--- config.mk ---
export PLATFORM = sky130hd
export DESIGN_NAME = pipe_barrel_shifter_flat
export DESIGN_NICKNAME = d
export VERILOG_FILES = /design/src/rtl/pipe_barrel_shifter_if.sv /design/src/rtl/pipe_barrel_shifter.sv /design/src/flat_wrapper.sv
export SDC_FILE = /design/constraint.sdc
export NUM_CORES = 1
export LEC_CHECK = 0
export BUFFER_PORTS_ARGS = -buffer_cell sky130_fd_sc_hd__buf_2
export CORE_AREA = 4 4 92 94
export DETAILED_ROUTE_END_ITERATION = 7
export DIE_AREA = 0 0 96 98
export PLACE_DENSITY = 0.72
export SYNTH_ARGS = -nofsm -noshare
export SYNTH_HDL_FRONTEND = slang
export SYNTH_SLANG_ARGS = --single-unit
--- constraint.sdc ---
create_clock -name clk -period 1.8 [get_ports clk]
set_clock_uncertainty 0.15 [all_clocks]
set_input_delay 0.18 -clock clk [delete_from_list [all_inputs] [get_ports clk]]
set_output_delay 0.18 -clock clk [all_outputs]
set_load 0.02 [all_outputs]
--- src/rtl/pipe_barrel_shifter_if.sv ---
// Handshake bundle for pipe_barrel_shifter.
//
// Carries the operand side (in_valid/in_ready/in_data/in_cnt/in_op), the
// result side (out_valid/out_ready/out_data) and the pipeline flush.
// When PIPE_SHIFTER_FLAGS_EN is defined the result side also carries
// out_zero and out_cout.
//
// Modports:
//   master - the producer/consumer around the shifter (drives operands,
//            flush and out_ready; observes in_ready and the result).
//   slave  - the shifter itself.
interface pipe_barrel_shifter_if #(
   parameter int WIDTH = 16,
   parameter int CNT_W = $clog2(WIDTH)
);

   logic             flush;
   logic             in_valid;
   logic             in_ready;
   logic [WIDTH-1:0] in_data;
   logic [CNT_W-1:0] in_cnt;
   logic [1:0]       in_op;
   logic             out_valid;
   logic             out_ready;
   logic [WIDTH-1:0] out_data;
`ifdef PIPE_SHIFTER_FLAGS_EN
   logic             out_zero;
   logic             out_cout;

   modport master (
      output flush, in_valid, in_data, in_cnt, in_op, out_ready,
      input  in_ready, out_valid, out_data, out_zero, out_cout
   );

   modport slave (
      input  flush, in_valid, in_data, in_cnt, in_op, out_ready,
      output in_ready, out_valid, out_data, out_zero, out_cout
   );
`else
   modport master (
      output flush, in_valid, in_data, in_cnt, in_op, out_ready,
      input  in_ready, out_valid, out_data
   );

   modport slave (
      input  flush, in_valid, in_data, in_cnt, in_op, out_ready,
      output in_ready, out_valid, out_data
   );
`endif

endinterface

--- src/rtl/pipe_barrel_shifter.sv ---
// Pipelined barrel shifter with an elastic valid/ready pipeline.
//
// Four operations selected by in_op: 00 ROL, 01 SLL, 10 ROR, 11 SRA.
// The log2(WIDTH) mux levels are spread over PIPE_STAGES register stages;
// level k (shift by 2^k) lives in stage (k*PIPE_STAGES)/LEVELS.
// Latency is PIPE_STAGES cycles and throughput is one result per cycle.
//
// Ports:
//   clk  - system clock, rising edge
//   rst  - synchronous active-high reset (clears valids and out_data)
//   bus  - pipe_barrel_shifter_if.slave: flush, in_* operand handshake,
//          out_* result handshake
//
// Optional feature: define PIPE_SHIFTER_FLAGS_EN to add out_zero and
// out_cout on the interface, travelling alongside each result.
module pipe_barrel_shifter #(
   parameter int WIDTH       = 16,
   parameter int PIPE_STAGES = 2,
   parameter int CNT_W       = $clog2(WIDTH)
) (
   input logic                    clk,
   input logic                    rst,
   pipe_barrel_shifter_if.slave   bus
);

   localparam int LEVELS = CNT_W;

   // Stage registers. The whole shift count rides along so each stage can
   // pick the count bits belonging to its own levels.
   logic [WIDTH-1:0]       data_q  [PIPE_STAGES];
   logic [WIDTH-1:0]       data_d  [PIPE_STAGES];
   logic [CNT_W-1:0]       cnt_q   [PIPE_STAGES];
   logic [CNT_W-1:0]       cnt_d   [PIPE_STAGES];
   logic [1:0]             op_q    [PIPE_STAGES];
   logic [1:0]             op_d    [PIPE_STAGES];
   logic                   msb_q   [PIPE_STAGES];
   logic                   msb_d   [PIPE_STAGES];
   logic [PIPE_STAGES-1:0] valid_q;
   logic [PIPE_STAGES-1:0] valid_d;
   logic [PIPE_STAGES-1:0] adv;
   logic                   in_ready_int;

`ifdef PIPE_SHIFTER_FLAGS_EN
   localparam logic [1:0] OP_ROL = 2'b00;
   localparam logic [1:0] OP_SLL = 2'b01;
   localparam logic [1:0] OP_ROR = 2'b10;

   logic cbit_q [PIPE_STAGES];
   logic cbit_d [PIPE_STAGES];
   logic zero_q;
   logic zero_d;
   logic cout_q;
   logic cout_d;
`endif

   // One mux level: op[1] chooses the left or right source, op[0] chooses
   // between wrap-around fill (rotates) and 0/sign fill (SLL/SRA).
   function automatic logic [WIDTH-1:0] shift_level(
      input logic [WIDTH-1:0] d,
      input int               amt,
      input logic [1:0]       op,
      input logic             msb
   );
      logic [WIDTH-1:0] left_src;
      logic [WIDTH-1:0] right_src;
      logic [WIDTH-1:0] sign_fill;
      sign_fill = msb ? ~({WIDTH{1'b1}} >> amt) : '0;
      left_src  = (d << amt) | (op[0] ? '0 : (d >> (WIDTH - amt)));
      right_src = (d >> amt) | (op[0] ? sign_fill : (d << (WIDTH - amt)));
      return op[1] ? right_src : left_src;
   endfunction

   // Apply every level assigned to the given stage, lowest level first.
   function automatic logic [WIDTH-1:0] apply_levels(
      input logic [WIDTH-1:0] d,
      input int               stage,
      input logic [CNT_W-1:0] cnt,
      input logic [1:0]       op,
      input logic             msb
   );
      logic [WIDTH-1:0] res;
      res = d;
      for (int k = 0; k < LEVELS; k++) begin
         if ((((k * PIPE_STAGES) / LEVELS) == stage) && cnt[k]) begin
            res = shift_level(res, 1 << k, op, msb);
         end
      end
      return res;
   endfunction

   // Backpressure chain, from the output back to the input. A stage may
   // take new contents when it is empty or when its occupant moves on, so
   // in_ready is combinational from out_ready. The next-state of each
   // stage is then its predecessor's contents pushed through its levels.
   always_comb begin
      adv[PIPE_STAGES-1] = !valid_q[PIPE_STAGES-1] | bus.out_ready;
      for (int s = PIPE_STAGES - 2; s >= 0; s--) begin
         adv[s] = !valid_q[s] | adv[s+1];
      end
      in_ready_int = !rst & !bus.flush & adv[0];

      valid_d[0] = bus.in_valid & in_ready_int;
      cnt_d[0]   = bus.in_cnt;
      op_d[0]    = bus.in_op;
      msb_d[0]   = bus.in_data[WIDTH-1];
      data_d[0]  = apply_levels(bus.in_data, 0, bus.in_cnt, bus.in_op,
                                bus.in_data[WIDTH-1]);
      for (int s = 1; s < PIPE_STAGES; s++) begin
         valid_d[s] = valid_q[s-1];
         cnt_d[s]   = cnt_q[s-1];
         op_d[s]    = op_q[s-1];
         msb_d[s]   = msb_q[s-1];
         data_d[s]  = apply_levels(data_q[s-1], s, cnt_q[s-1], op_q[s-1],
                                   msb_q[s-1]);
      end
   end

`ifdef PIPE_SHIFTER_FLAGS_EN
   // SLL and SRA carry-outs come from the original operand, so the bit is
   // picked at the input and carried down. 0-c wraps to WIDTH-c. Rotate
   // carry-outs and the zero flag come from the final shifted value.
   always_comb begin
      cbit_d[0] = (bus.in_op == OP_SLL) ? bus.in_data[CNT_W'(0) - bus.in_cnt]
                                        : bus.in_data[bus.in_cnt - CNT_W'(1)];
      for (int s = 1; s < PIPE_STAGES; s++) begin
         cbit_d[s] = cbit_q[s-1];
      end
      zero_d = (data_d[PIPE_STAGES-1] == '0);
      if (cnt_d[PIPE_STAGES-1] == '0) begin
         cout_d = 1'b0;
      end else if (op_d[PIPE_STAGES-1] == OP_ROL) begin
         cout_d = data_d[PIPE_STAGES-1][0];
      end else if (op_d[PIPE_STAGES-1] == OP_ROR) begin
         cout_d = data_d[PIPE_STAGES-1][WIDTH-1];
      end else begin
         cout_d = cbit_d[PIPE_STAGES-1];
      end
   end

   // Flags share the last stage's load enable and reset; flush only drops
   // the valid bit, so the flags simply hold like out_data does.
   always_ff @(posedge clk) begin
      if (rst) begin
         zero_q <= 1'b0;
         cout_q <= 1'b0;
      end else if (!bus.flush) begin
         for (int s = 0; s < PIPE_STAGES; s++) begin
            if (adv[s] && valid_d[s]) begin
               cbit_q[s] <= cbit_d[s];
            end
         end
         if (adv[PIPE_STAGES-1] && valid_d[PIPE_STAGES-1]) begin
            zero_q <= zero_d;
            cout_q <= cout_d;
         end
      end
   end

   assign bus.out_zero = zero_q;
   assign bus.out_cout = cout_q;
`endif

   // Pipeline registers. Reset beats flush; both only clear valid bits,
   // except that reset also zeroes the visible result. Payload loads only
   // when a valid operation moves in, so an empty output holds its value.
   always_ff @(posedge clk) begin
      if (rst) begin
         valid_q                <= '0;
         data_q[PIPE_STAGES-1]  <= '0;
      end else if (bus.flush) begin
         valid_q <= '0;
      end else begin
         for (int s = 0; s < PIPE_STAGES; s++) begin
            if (adv[s]) begin
               valid_q[s] <= valid_d[s];
               if (valid_d[s]) begin
                  data_q[s] <= data_d[s];
                  cnt_q[s]  <= cnt_d[s];
                  op_q[s]   <= op_d[s];
                  msb_q[s]  <= msb_d[s];
               end
            end
         end
      end
   end

   assign bus.in_ready  = in_ready_int;
   assign bus.out_valid = valid_q[PIPE_STAGES-1];
   assign bus.out_data  = data_q[PIPE_STAGES-1];

endmodule

--- src/flat_wrapper.sv ---
// flat-port wrapper written by rule: the top's interface ports become plain ports
module pipe_barrel_shifter_flat 
#(
   parameter int WIDTH       = 16,
   parameter int PIPE_STAGES = 2,
   parameter int CNT_W       = $clog2(WIDTH)
)
  (clk, rst, bus_flush, bus_in_valid, bus_in_data, bus_in_cnt, bus_in_op, bus_out_ready, bus_in_ready, bus_out_valid, bus_out_data);
  pipe_barrel_shifter_if #(.WIDTH(WIDTH), .CNT_W(CNT_W)) bus_i ();
  input logic clk;
  input logic rst;
  input wire logic [$bits(bus_i.flush)-1:0] bus_flush;
  input wire logic [$bits(bus_i.in_valid)-1:0] bus_in_valid;
  input wire logic [$bits(bus_i.in_data)-1:0] bus_in_data;
  input wire logic [$bits(bus_i.in_cnt)-1:0] bus_in_cnt;
  input wire logic [$bits(bus_i.in_op)-1:0] bus_in_op;
  input wire logic [$bits(bus_i.out_ready)-1:0] bus_out_ready;
  output wire logic [$bits(bus_i.in_ready)-1:0] bus_in_ready;
  output wire logic [$bits(bus_i.out_valid)-1:0] bus_out_valid;
  output wire logic [$bits(bus_i.out_data)-1:0] bus_out_data;
  assign bus_i.flush = bus_flush;
  assign bus_i.in_valid = bus_in_valid;
  assign bus_i.in_data = bus_in_data;
  assign bus_i.in_cnt = bus_in_cnt;
  assign bus_i.in_op = bus_in_op;
  assign bus_i.out_ready = bus_out_ready;
  assign bus_in_ready = bus_i.in_ready;
  assign bus_out_valid = bus_i.out_valid;
  assign bus_out_data = bus_i.out_data;
  pipe_barrel_shifter #(.WIDTH(WIDTH), .PIPE_STAGES(PIPE_STAGES), .CNT_W(CNT_W)) u_core (.clk(clk), .rst(rst), .bus(bus_i));
endmodule
==> qor.txt <==
outcome: completed
area delta synth->final: 18.9%
htree depth: 2
Worst EP required: 1.68 ns
die height: 98 um
Tightest Pin Transition: 0.535 ns
post-synth top area share: 37.1%
Hold Fails Final Rpt: 0
CP max FO: 10
Filler cells: 737
diode count: 0
Tcrit/Tclk final: 96.7%
P_leak: 1.45 nW
Cell Area, Synth: 2990 um2
Synth Net Count: 324
startpoint types: register
total gr overflow: 0
Hold EP: u_core.op_q[0][0]$_DFFE_PP_
initial core utilization: 39.1%
final slew viol count: 0
largest net degree at the start of global routing: 31
clk_lat worst skew: 0.29 ns
Power Dens Cells: 614 nW/um2
global-route wire length before repair: 10800 um
Nets: 385
CTS tree: yes
synthesis warning total: 0
initial antenna violation count: 0
synthesized flop and latch total: 39
detailed-route via count: 2611
Reg2Reg Setup Slack: 0.06 ns
clock sink total: 39
Ports: 45
dpl cells: 446
Max Cap Viol: 0
Max Buffers Root-to-Sink: 2
core area: 7650 um2
Yosys top cell by area: edfxtp_1
Chip Width: 96 um
layout cells sized above 1: 27.9%
hold path start: bus_in_op[0]
setup TNS: 0 ns
post-route antenna net violation count: 0
min cycle time layout: 1.74 ns
synth top area cells: edfxtp_1, mux2i_1, mux4_1, o21ai_0, a21oi_1
initial drt markers: 79
Primary FF master, synth: edfxtp_1
type of the most critical hold path: input port to register
Cell variety after synth: 53
critical path class: register to register
register area share after synthesis: 38.5%
WL final: 7000 um
Reg-to-Reg Start: u_core.op_q[0][1]$_DFFE_PP_
most frequent cells in the layout: buf_2, edfxtp_1, o21ai_0, nand2_1, buf_4
Layout Cells excl Fill: 461
Worst setup EP type: register
DP HPWL: 5150 um
crit path DAT: 1.62 ns
endpoints failing setup: 0
IO buf count: 44
asr flop ratio synth: 0%
site row count: 32
DRC: 0
die footprint: 9410 um2
Avg WL per Cell: 15.2 um
mean number of vias per cell: 5.66
Critical R2R Capture: u_core.data_q[1][11]$_SDFFCE_PN0P_
root buffer cell: clkbuf_8
WHS: 0.0139 ns
Post-Syn Area per Cell: 10.1 um2
Worst slew margin: 64.3%
TritonRoute pass-1 iters: 4
EDFF count, synth: 37
fmax: 575 MHz
WHS Path Cells: 1
Clock transition at path regs: 0.07 ns
cells after synthesis: 297
all-layer global routing usage: 14.3%
Placer Congestion: 0.947
CTS Buf Count: 5
Max VDD drop: 0.293 mV
vias in the first global route: 2221
reg2reg path depth: 6
commonest non-fill, non-tap cell in the layout: buf_2
==> Yosys cell counts (3+ instances only) <==
library cell  instances
a211oi_1              8
a21oi_1              24
a221o_1               4
a222oi_1              3
a22oi_1               3
a32oi_1               3
and3_1                3
buf_2                10
buf_6                 5
edfxtp_1             37
inv_1                 7
mux2i_1              23
mux4_1                6
mux4_2                4
nand2_1              30
nand2b_1              3
nand3_1               3
nor2_1               18
nor2b_1              10
nor3_1                3
o211a_1               3
o211ai_1              9
o21ai_0              31
o22ai_1               8
==> cell type report <==
type	instances	area (um2)	share of cell area (%)
clock buffer	7	86.3	2.43
clock inverter	1	5.00	0.141
inverter	8	30.0	0.844
multi-input combinational	228	1670	46.9
sequential	39	1150	32.3
tap	102	128	3.59
timing repair buffer	76	490	13.8
==> worst max-delay path by stage <==
| stage | start | endpoint | slack [ns] | cells after the start |
|---|---|---|---|---|
| final | u_core.op_q[0][1]$_DFFE_PP_ | u_core.data_q[1][11]$_SDFFCE_PN0P_ | 0.06 | 6 |
| after global routing | u_core.cnt_q[0][2]$_DFFE_PP_ | u_core.data_q[1][11]$_SDFFCE_PN0P_ | -0.06 | 5 |
| after CTS | rst | u_core.data_q[1][7]$_SDFFCE_PN0P_ | 0.02 | 6 |
| after detailed placement | bus_in_cnt[0] | u_core.data_q[0][15]$_DFFE_PP_ | -0.09 | 5 |
| after global placement | bus_in_cnt[0] | u_core.data_q[0][15]$_DFFE_PP_ | -0.04 | 5 |
| after floorplan | u_core.valid_q[1]$_SDFFE_PP0P_ | u_core.cnt_q[0][2]$_DFFE_PP_ | 0.03 | 3 |
==> critical path: stages (launching register included) <==
cell	delay (ns)
edfxtp_1	0.41
buf_4	0.20
buf_4	0.17
nand3_1	0.07
a21oi_1	0.10
nor4b_2	0.29
a211oi_1	0.09
==> power breakdown <==
part | leakage (nW) | internal [mW] | switching (mW)
sequential | 0.378 | 1.05 | 0.0379
clock | 0.0482 | 0.308 | 0.274
combinational | 1.02 | 0.237 | 0.281
==> sequential cells by signal, indices dropped and copies added, names as in the netlist <==
name and flops:
u_core.cnt_q 2, u_core.data_q 32, u_core.msb_q 1, u_core.valid_q 2, u_core.op_q 2
==> metal layers <==
layer	GRT usage, %	share of wire [%]
met5	0	0
met4	4.60	2.6
met3	2.31	6.1
met2	22.5	46
met1	20.1	45
==> logic make-up (layout without fill, tap and decap cells) <==
| group | Yosys count | in the layout | synth area share (%) |
|---|---|---|---|
| mux | 35 | 35 | 16.7 |
| compound gates | 112 | 112 | 24.6 |
| simple gates | 80 | 81 | 12.8 |
| flops | 39 | 39 | 38.5 |
| buf+inv | 31 | 92 | 7.48 |
==> timing repair <==
item / CTS / global route
hold buffers: 4 / 0
setup endpoints to repair: 1 / 32
hold endpoints to repair: 3 / 0
buffers inserted: 0 / 2
gates cloned: 0 / 1
gates resized for setup: 1 / 11
pin swaps: 0 / 3
==> through the flow <==
| step | power [mW] | setup WS, ns | utilization (%) | cell area (um2) |
|---|---|---|---|---|
| 6_report | 2.18 | 0.0599 | 46.5 | 3560 |
| 2_1_floorplan | 1.44 | 0.0269 | - | 3000 |
| 3_3_place_gp | 1.59 | -0.0405 | 43.9 | 3360 |
| 3_5_place_dp | 1.59 | -0.0920 | 43.9 | 3360 |
| 5_1_grt | 2.29 | -0.0639 | 46.5 | 3560 |
| 4_1_cts | 2.18 | 0.0182 | 45.7 | 3500 |
Power figures use the tool's default switching activity.
